`src/rtl/bypass_pkg.sv`:
```
// Shared definitions for the operand-forwarding network.
// Default geometry constants, stage indices and the destination-tag record.
package bypass_pkg;

  localparam int unsigned XLEN   = 32;
  localparam int unsigned REG_AW = 5;
  localparam int unsigned LANES  = 2;
  localparam int unsigned STAGES = 2;

  // Producer stage indices: youngest (MEM) and oldest (WB) stage after EX
  localparam int unsigned MEM_STG = 0;
  localparam int unsigned WB_STG  = STAGES - 1;

  // Destination tag carried alongside each in-flight result
  typedef struct packed {
    logic              vld;
    logic [REG_AW-1:0] addr;
    logic              load;
  } tag_t;

  localparam int unsigned TAG_W = $bits(tag_t);

endpackage : bypass_pkg

```
`src/rtl/bypass_sel.sv`:
```
// Per-source priority mux: chooses the youngest matching producer result,
// or the register-file value when nothing matches. Purely combinational.
// A winning match on a load that has not yet reached WB is flagged as a
// hazard and the register-file value is passed through as a don't-care.
module bypass_sel
  import bypass_pkg::*;
#(
  parameter int unsigned XLEN   = bypass_pkg::XLEN,
  parameter int unsigned LANES  = bypass_pkg::LANES,
  parameter int unsigned STAGES = bypass_pkg::STAGES,
  parameter int unsigned REG_AW = bypass_pkg::REG_AW
) (
  input  logic                            rd_en,
  input  logic [REG_AW-1:0]               rd_addr,
  input  logic [XLEN-1:0]                 rf_data,
  input  logic [STAGES*LANES*TAG_W-1:0]   tags,
  input  logic [STAGES*LANES*XLEN-1:0]    stage_data,
  output logic [XLEN-1:0]                 op_data_c,
  output logic                            fwd_c,
  output logic                            hazard_c
);

  tag_t            tag;
  logic            hit;
  logic            hit_load;
  logic            hit_early;
  logic [XLEN-1:0] hit_data;

  // Scan oldest-to-youngest, lane-ascending; the last match written wins,
  // which gives lower stage first, then higher lane within a stage.
  always_comb begin
    tag       = '0;
    hit       = 1'b0;
    hit_load  = 1'b0;
    hit_early = 1'b0;
    hit_data  = '0;
    for (int s = int'(STAGES) - 1; s >= 0; s--) begin
      for (int l = 0; l < int'(LANES); l++) begin
        tag = stage_data_tag(s, l);
        if (rd_en && tag.vld && (tag.addr == rd_addr) && (rd_addr != '0)) begin
          hit       = 1'b1;
          hit_load  = tag.load;
          hit_early = (s < int'(STAGES) - 1);
          hit_data  = stage_data[(s*int'(LANES)+l)*int'(XLEN) +: XLEN];
        end
      end
    end
  end

  // Resolve the final operand and hazard from the winning match
  always_comb begin
    hazard_c  = hit & hit_load & hit_early;
    fwd_c     = hit & ~hazard_c;
    op_data_c = fwd_c ? hit_data : rf_data;
  end

  function automatic tag_t stage_data_tag(input int s, input int l);
    return tags[(s*int'(LANES)+l)*int'(TAG_W) +: TAG_W];
  endfunction

endmodule : bypass_sel

```
`src/rtl/bypass_net.sv`:
```
// Operand-forwarding network for an N-lane in-order core.
// Owns the MEM..WB destination-tag pipeline; the datapath supplies only the
// per-stage result data. Detects load-use hazards on still-pending loads.
// Optional feature macro: BYPASS_PERF_EN adds perf_hit_o / perf_haz_o
// cycle counters (forwarding cycles and hazard cycles).
module bypass_net
  import bypass_pkg::*;
#(
  parameter int unsigned XLEN   = bypass_pkg::XLEN,
  parameter int unsigned LANES  = bypass_pkg::LANES,
  parameter int unsigned STAGES = bypass_pkg::STAGES,
  parameter int unsigned REG_AW = bypass_pkg::REG_AW
) (
  input  logic                            clk_i,
  input  logic                            rst_i,
  input  logic                            stall_i,
  input  logic                            flush_i,
  input  logic [LANES-1:0]                ex_wr_en_i,
  input  logic [LANES*REG_AW-1:0]         ex_wr_addr_i,
  input  logic [LANES-1:0]                ex_is_load_i,
  input  logic [STAGES*LANES*XLEN-1:0]    stage_data_i,
  input  logic [LANES*2-1:0]              rd_en_i,
  input  logic [LANES*2*REG_AW-1:0]       rd_addr_i,
  input  logic [LANES*2*XLEN-1:0]         rf_data_i,
  output logic [LANES*2*XLEN-1:0]         op_data_o,
  output logic                            hazard_o
`ifdef BYPASS_PERF_EN
  ,
  output logic [31:0]                     perf_hit_o,
  output logic [31:0]                     perf_haz_o
`endif
);

  localparam int unsigned NSRC = LANES * 2;

  tag_t                          tag_q [STAGES][LANES];
  logic [STAGES*LANES*TAG_W-1:0] tag_flat;
  logic [NSRC-1:0]               src_fwd;
  logic [NSRC-1:0]               src_haz;

  // Tag pipeline: EX enters MEM unless stalled/flushed, older stages shift on
  always_ff @(posedge clk_i) begin
    if (rst_i) begin
      for (int s = 0; s < int'(STAGES); s++) begin
        for (int l = 0; l < int'(LANES); l++) begin
          tag_q[s][l] <= '0;
        end
      end
    end else begin
      for (int l = 0; l < int'(LANES); l++) begin
        tag_q[MEM_STG][l].vld  <= ex_wr_en_i[l] & ~stall_i & ~flush_i;
        tag_q[MEM_STG][l].addr <= ex_wr_addr_i[l*int'(REG_AW) +: REG_AW];
        tag_q[MEM_STG][l].load <= ex_is_load_i[l];
      end
      for (int s = 1; s < int'(STAGES); s++) begin
        for (int l = 0; l < int'(LANES); l++) begin
          tag_q[s][l] <= tag_q[s-1][l];
        end
      end
    end
  end

  // Flatten tags stage-major, lane-minor to match the stage data layout
  always_comb begin
    tag_flat = '0;
    for (int s = 0; s < int'(STAGES); s++) begin
      for (int l = 0; l < int'(LANES); l++) begin
        tag_flat[(s*int'(LANES)+l)*int'(TAG_W) +: TAG_W] = tag_q[s][l];
      end
    end
  end

  // One priority mux per consumer source
  for (genvar g = 0; g < int'(NSRC); g++) begin : g_src
    bypass_sel #(
      .XLEN   (XLEN),
      .LANES  (LANES),
      .STAGES (STAGES),
      .REG_AW (REG_AW)
    ) u_sel (
      .rd_en      (rd_en_i[g]),
      .rd_addr    (rd_addr_i[g*REG_AW +: REG_AW]),
      .rf_data    (rf_data_i[g*XLEN +: XLEN]),
      .tags       (tag_flat),
      .stage_data (stage_data_i),
      .op_data_c  (op_data_o[g*XLEN +: XLEN]),
      .fwd_c      (src_fwd[g]),
      .hazard_c   (src_haz[g])
    );
  end

  assign hazard_o = |src_haz;

`ifdef BYPASS_PERF_EN
  // Cycle counters for forwarding activity and load-use hazards; wrap freely
  always_ff @(posedge clk_i) begin
    if (rst_i) begin
      perf_hit_o <= '0;
      perf_haz_o <= '0;
    end else begin
      if (|src_fwd) perf_hit_o <= perf_hit_o + 32'd1;
      if (hazard_o) perf_haz_o <= perf_haz_o + 32'd1;
    end
  end
`else
  // Forward indications only feed the counters; keep them observed
  logic unused_fwd;
  assign unused_fwd = ^src_fwd;
`endif

endmodule : bypass_net

```
`config.mk`:
```
export PLATFORM = sky130hd
export DESIGN_NAME = bypass_net
export DESIGN_NICKNAME = d
export VERILOG_FILES = /design/src/rtl/bypass_pkg.sv /design/src/rtl/bypass_sel.sv /design/src/rtl/bypass_net.sv
export SDC_FILE = /design/constraint.sdc
export NUM_CORES = 1
export LEC_CHECK = 0
export BUFFER_PORTS_ARGS = -buffer_cell sky130_fd_sc_hd__buf_2
export CAP_MARGIN = 10
export CORE_AREA = 8 8 160 162
export CTS_CLUSTER_DIAMETER = 80
export DETAILED_ROUTE_END_ITERATION = 12
export DIE_AREA = 0 0 168 170
export PLACE_DENSITY = 0.71
export SLEW_MARGIN = 15
export SYNTH_ARGS = -nofsm -noshare
export SYNTH_HDL_FRONTEND = slang
export SYNTH_SLANG_ARGS = --single-unit
export TNS_END_PERCENT = 20
```
`constraint.sdc`:
```
create_clock -name clk_i -period 2.5 [get_ports clk_i]
set_input_delay 0.25 -clock clk_i [delete_from_list [all_inputs] [get_ports clk_i]]
set_output_delay 0.25 -clock clk_i [all_outputs]
set_load 0.01 [all_outputs]
```
==> results.sh <==
export IMPL_outcome="finished with violations"
export IMPL_violations="setup timing"
export IMPL_power_per_cell_area_nw_per_um2=166.1
export IMPL_fin_crit_sh=1.256
export IMPL_syn_cell_area_um2=8127
export IMPL_worstPathArrival_ps=2890
export IMPL_synth_edf_count=0
export IMPL_setup_viol_count_final=129
export IMPL_clock_latency_of_the_later_clocked_register_in_the_worst_skew_pair_ps=260
export IMPL_cpPeakStageDelay_ps=660
export IMPL_grt_antenna_before_repair=3
export IMPL_grt_start_max_net_pins=72
export IMPL_clock_tree_root_cell="sky130_fd_sc_hd__clkbuf_16"
export IMPL_syn_nets=1441
export IMPL_synthDistinctLibCells=54
export IMPL_synth_largest_type_area_fraction=0.07021
export IMPL_path_category_of_the_worst_min_delay_check="in2reg"
export IMPL_floorplan_die_height_um=170
export IMPL_final_layout_size_suffix_gt1_frac=0.4930
export IMPL_timing_final_hold_violations=0
export IMPL_ys_async_sr_fraction=0
export IMPL_boundaryPins=427
export IMPL_place_gp_congestion=0.9463
export IMPL_clock_tree_buffer_depth=2
export IMPL_ys_seq_elements=26
export IMPL_layout_cells_most_common_list="sky130_fd_sc_hd__buf_2, sky130_fd_sc_hd__buf_4, sky130_fd_sc_hd__nor3_1"
export IMPL_viasPerCell=6.307
export IMPL_largest_registers="tag_q (26)"
export IMPL_cts_made_buffers=3
export IMPL_slowest_stage="sky130_fd_sc_hd__a222oi_1"
export IMPL_final_seq_area_um2=540.5
export IMPL_die_w_um=168
export IMPL_seq_area_frac_synth=0.06405
export IMPL_max_cap_violations=0
export IMPL_min_period_ps=3140
export IMPL_post_synth_top_area_cell="sky130_fd_sc_hd__mux2_4"
export IMPL_crit_path_start_kind="register"
export IMPL_fin_tns_setup_ps=-55130
export IMPL_grt_pass1_wl_mm=74.20
export IMPL_grt_remaining_overflow=0
export IMPL_setup_slack_ps=-640.3
export IMPL_dp_cells=1907
export IMPL_syn_inst=1143
export IMPL_place_detailed_hpwl_mm=39.43
export IMPL_vdd_ir_drop_max_mv=0.4352
export IMPL_leakage_nw=6.072
export IMPL_worstSetupEndpointType="primary output"
export IMPL_initial_core_util=0.3525
export IMPL_grt_setup_unrepaired="true"
export IMPL_areaGrowthSynthToFinish_pct=62.06
export IMPL_final_design_area_no_fill_um2=13170
export IMPL_fin_cells=1939
export IMPL_die_area_um2=28560
export IMPL_rows=56
export IMPL_fillerInstances=2134
export IMPL_placement_cell_area_um2=12130
export IMPL_finalMaxSlewViolations=0
export IMPL_mostFrequentLayoutCell="sky130_fd_sc_hd__buf_2"
export IMPL_worst_ep_required_time_ps=2250
export IMPL_largest_register_ffs=26
export IMPL_path_max_fanout=4
export IMPL_via_count=12230
export IMPL_multiInputGateArea_um2=7014
export IMPL_grt_pass1_vias=12230
export IMPL_clock_sink_count=26
export IMPL_path_clk_slew_ps=70
export IMPL_wirelength_mm=51.37
export IMPL_drc=0
export IMPL_worstSetupPathType="reg2out"
export IMPL_synth_area_per_cell_um2=7.110
export IMPL_core_um2=23050
export IMPL_largest_reg_by_ff_count="tag_q"
export IMPL_detailedRoute_firstPassIterationCount=11
export IMPL_io_buffer_count=426
export IMPL_drt_wirelength_per_cell_um=26.49
export IMPL_slew_headroom=0.5148
export IMPL_finalNetCount=1944
export IMPL_drtAntennaViolNets=0
export IMPL_ys_warn_count=0
export IMPL_crit_chain="xor2_1 > or4_4 > or2_4 > a41o_1 > a222oi_1 > mux2i_1 > buf_2"
export IMPL_cts_tree="done"
export IMPL_synth_top_cells_by_area="sky130_fd_sc_hd__mux2_4, sky130_fd_sc_hd__o22a_1, sky130_fd_sc_hd__nor3_1, sky130_fd_sc_hd__dfxtp_1, sky130_fd_sc_hd__mux2i_1"
export IMPL_cts_max_level=1
export IMPL_pre_cts_slack_ps=-557.6
export IMPL_primary_flip_flop_cell_chosen_by_synthesis_mapping="sky130_fd_sc_hd__dfxtp_1"
export IMPL_worst_slew_pin_slew_ps=727.8
export IMPL_crit_family="compound AO/OA/AOI/OAI gates"
export IMPL_violation_count_after_the_first_detailed_routing_iteration=2114
export IMPL_cts_hold_buffers=0
export IMPL_max_freq_mhz=318.4
export IMPL_critPathBufInv=1
export IMPL_grt_util_all_layers=0.3289
export IMPL_skew_ps=4.466
-- area by class of cell --
cell class | instances | area share
multi-input cells | 856 | 0.5326
repair buffers | 655 | 0.3606
flip-flops and latches | 26 | 0.04104
inverters | 104 | 0.02983
well taps | 290 | 0.02755
clock buffers | 4 | 0.007600
diodes | 4 | 0.0007600
-- logic make-up (layout without fill, tap and decap cells) --
logic type                after synthesis  after routing  synth area share
AOI/OAI and AO/OA                     333            333            0.3415
xor gates and xnor gates               80             80           0.08622
muxes                                 103            103            0.1529
other                                   0              4                 0
buffers and inverters                 262            763            0.1398
and+or+nand+nor                       339            340            0.2156
DFF                                    26             26           0.06405
-- final timing paths --
kind | end | slack (ps) | depth (start not counted) | startpoint
worst max-delay path | op_data_o[91] | -640 | 7 | tag_q[1][1]
worst min-delay path | tag_q[0][6] | 190 | 2 | ex_wr_en_i[1]
worst max register to register | tag_q[1][5] | 1580 | 2 | tag_q[0][5]
worst min register to register | tag_q[1][2] | 550 | 1 | tag_q[0][2]
-- power breakdown --
group          switching, mW  internal (mW)
Combinational          0.680          0.623
Clock                  0.145          0.278
Sequential            0.0287          0.433
-- synth_stat cells, drive strengths merged, types with 9 or more instances --
cell type	instances
a21oi	59
a222oi	44
a41o	43
a41oi	47
buf	53
clkbuf	105
dfxtp	26
inv	103
mux2	55
mux2i	48
nand2	94
nand4	33
nor2	32
nor2b	24
nor3	109
o21ai	9
o221ai	45
o22a	63
or4	14
xnor2	38
xor2	42
-- through the flow --
| step | power (mW) | hold WS (ps) | utilization |
|---|---|---|---|
| floorplan | 0.9731 | 321.6 | - |
| global placement | 1.645 | 451.6 | 0.5263 |
| detailed placement | 1.661 | 454.7 | 0.5263 |
| CTS | 2.145 | 186.1 | 0.5540 |
| global route | 2.283 | 200.4 | 0.5711 |
| finish | 2.188 | 185.3 | 0.5713 |
-- what timing repair did --
action                                 CTS  global route
setup endpoints to repair              129           129
endpoints found under the hold margin    0             0
gates resized for setup                100            58
setup buffers                            9            14
gates cloned                             1             3
pin swaps                               33            40
-- per-layer routing --
metal  wire [um]  global-route usage  vias to the layer above  share of wire
li1            -                   -                     5380              -
met5          10                   0                        -        0.00019
met1       19760              0.4082                     5694           0.38
met4        2271              0.1498                        2          0.044
met3        5258             0.06256                      176           0.10
met2       24070              0.5451                      977           0.47
(Power assumes the default switching activity.)
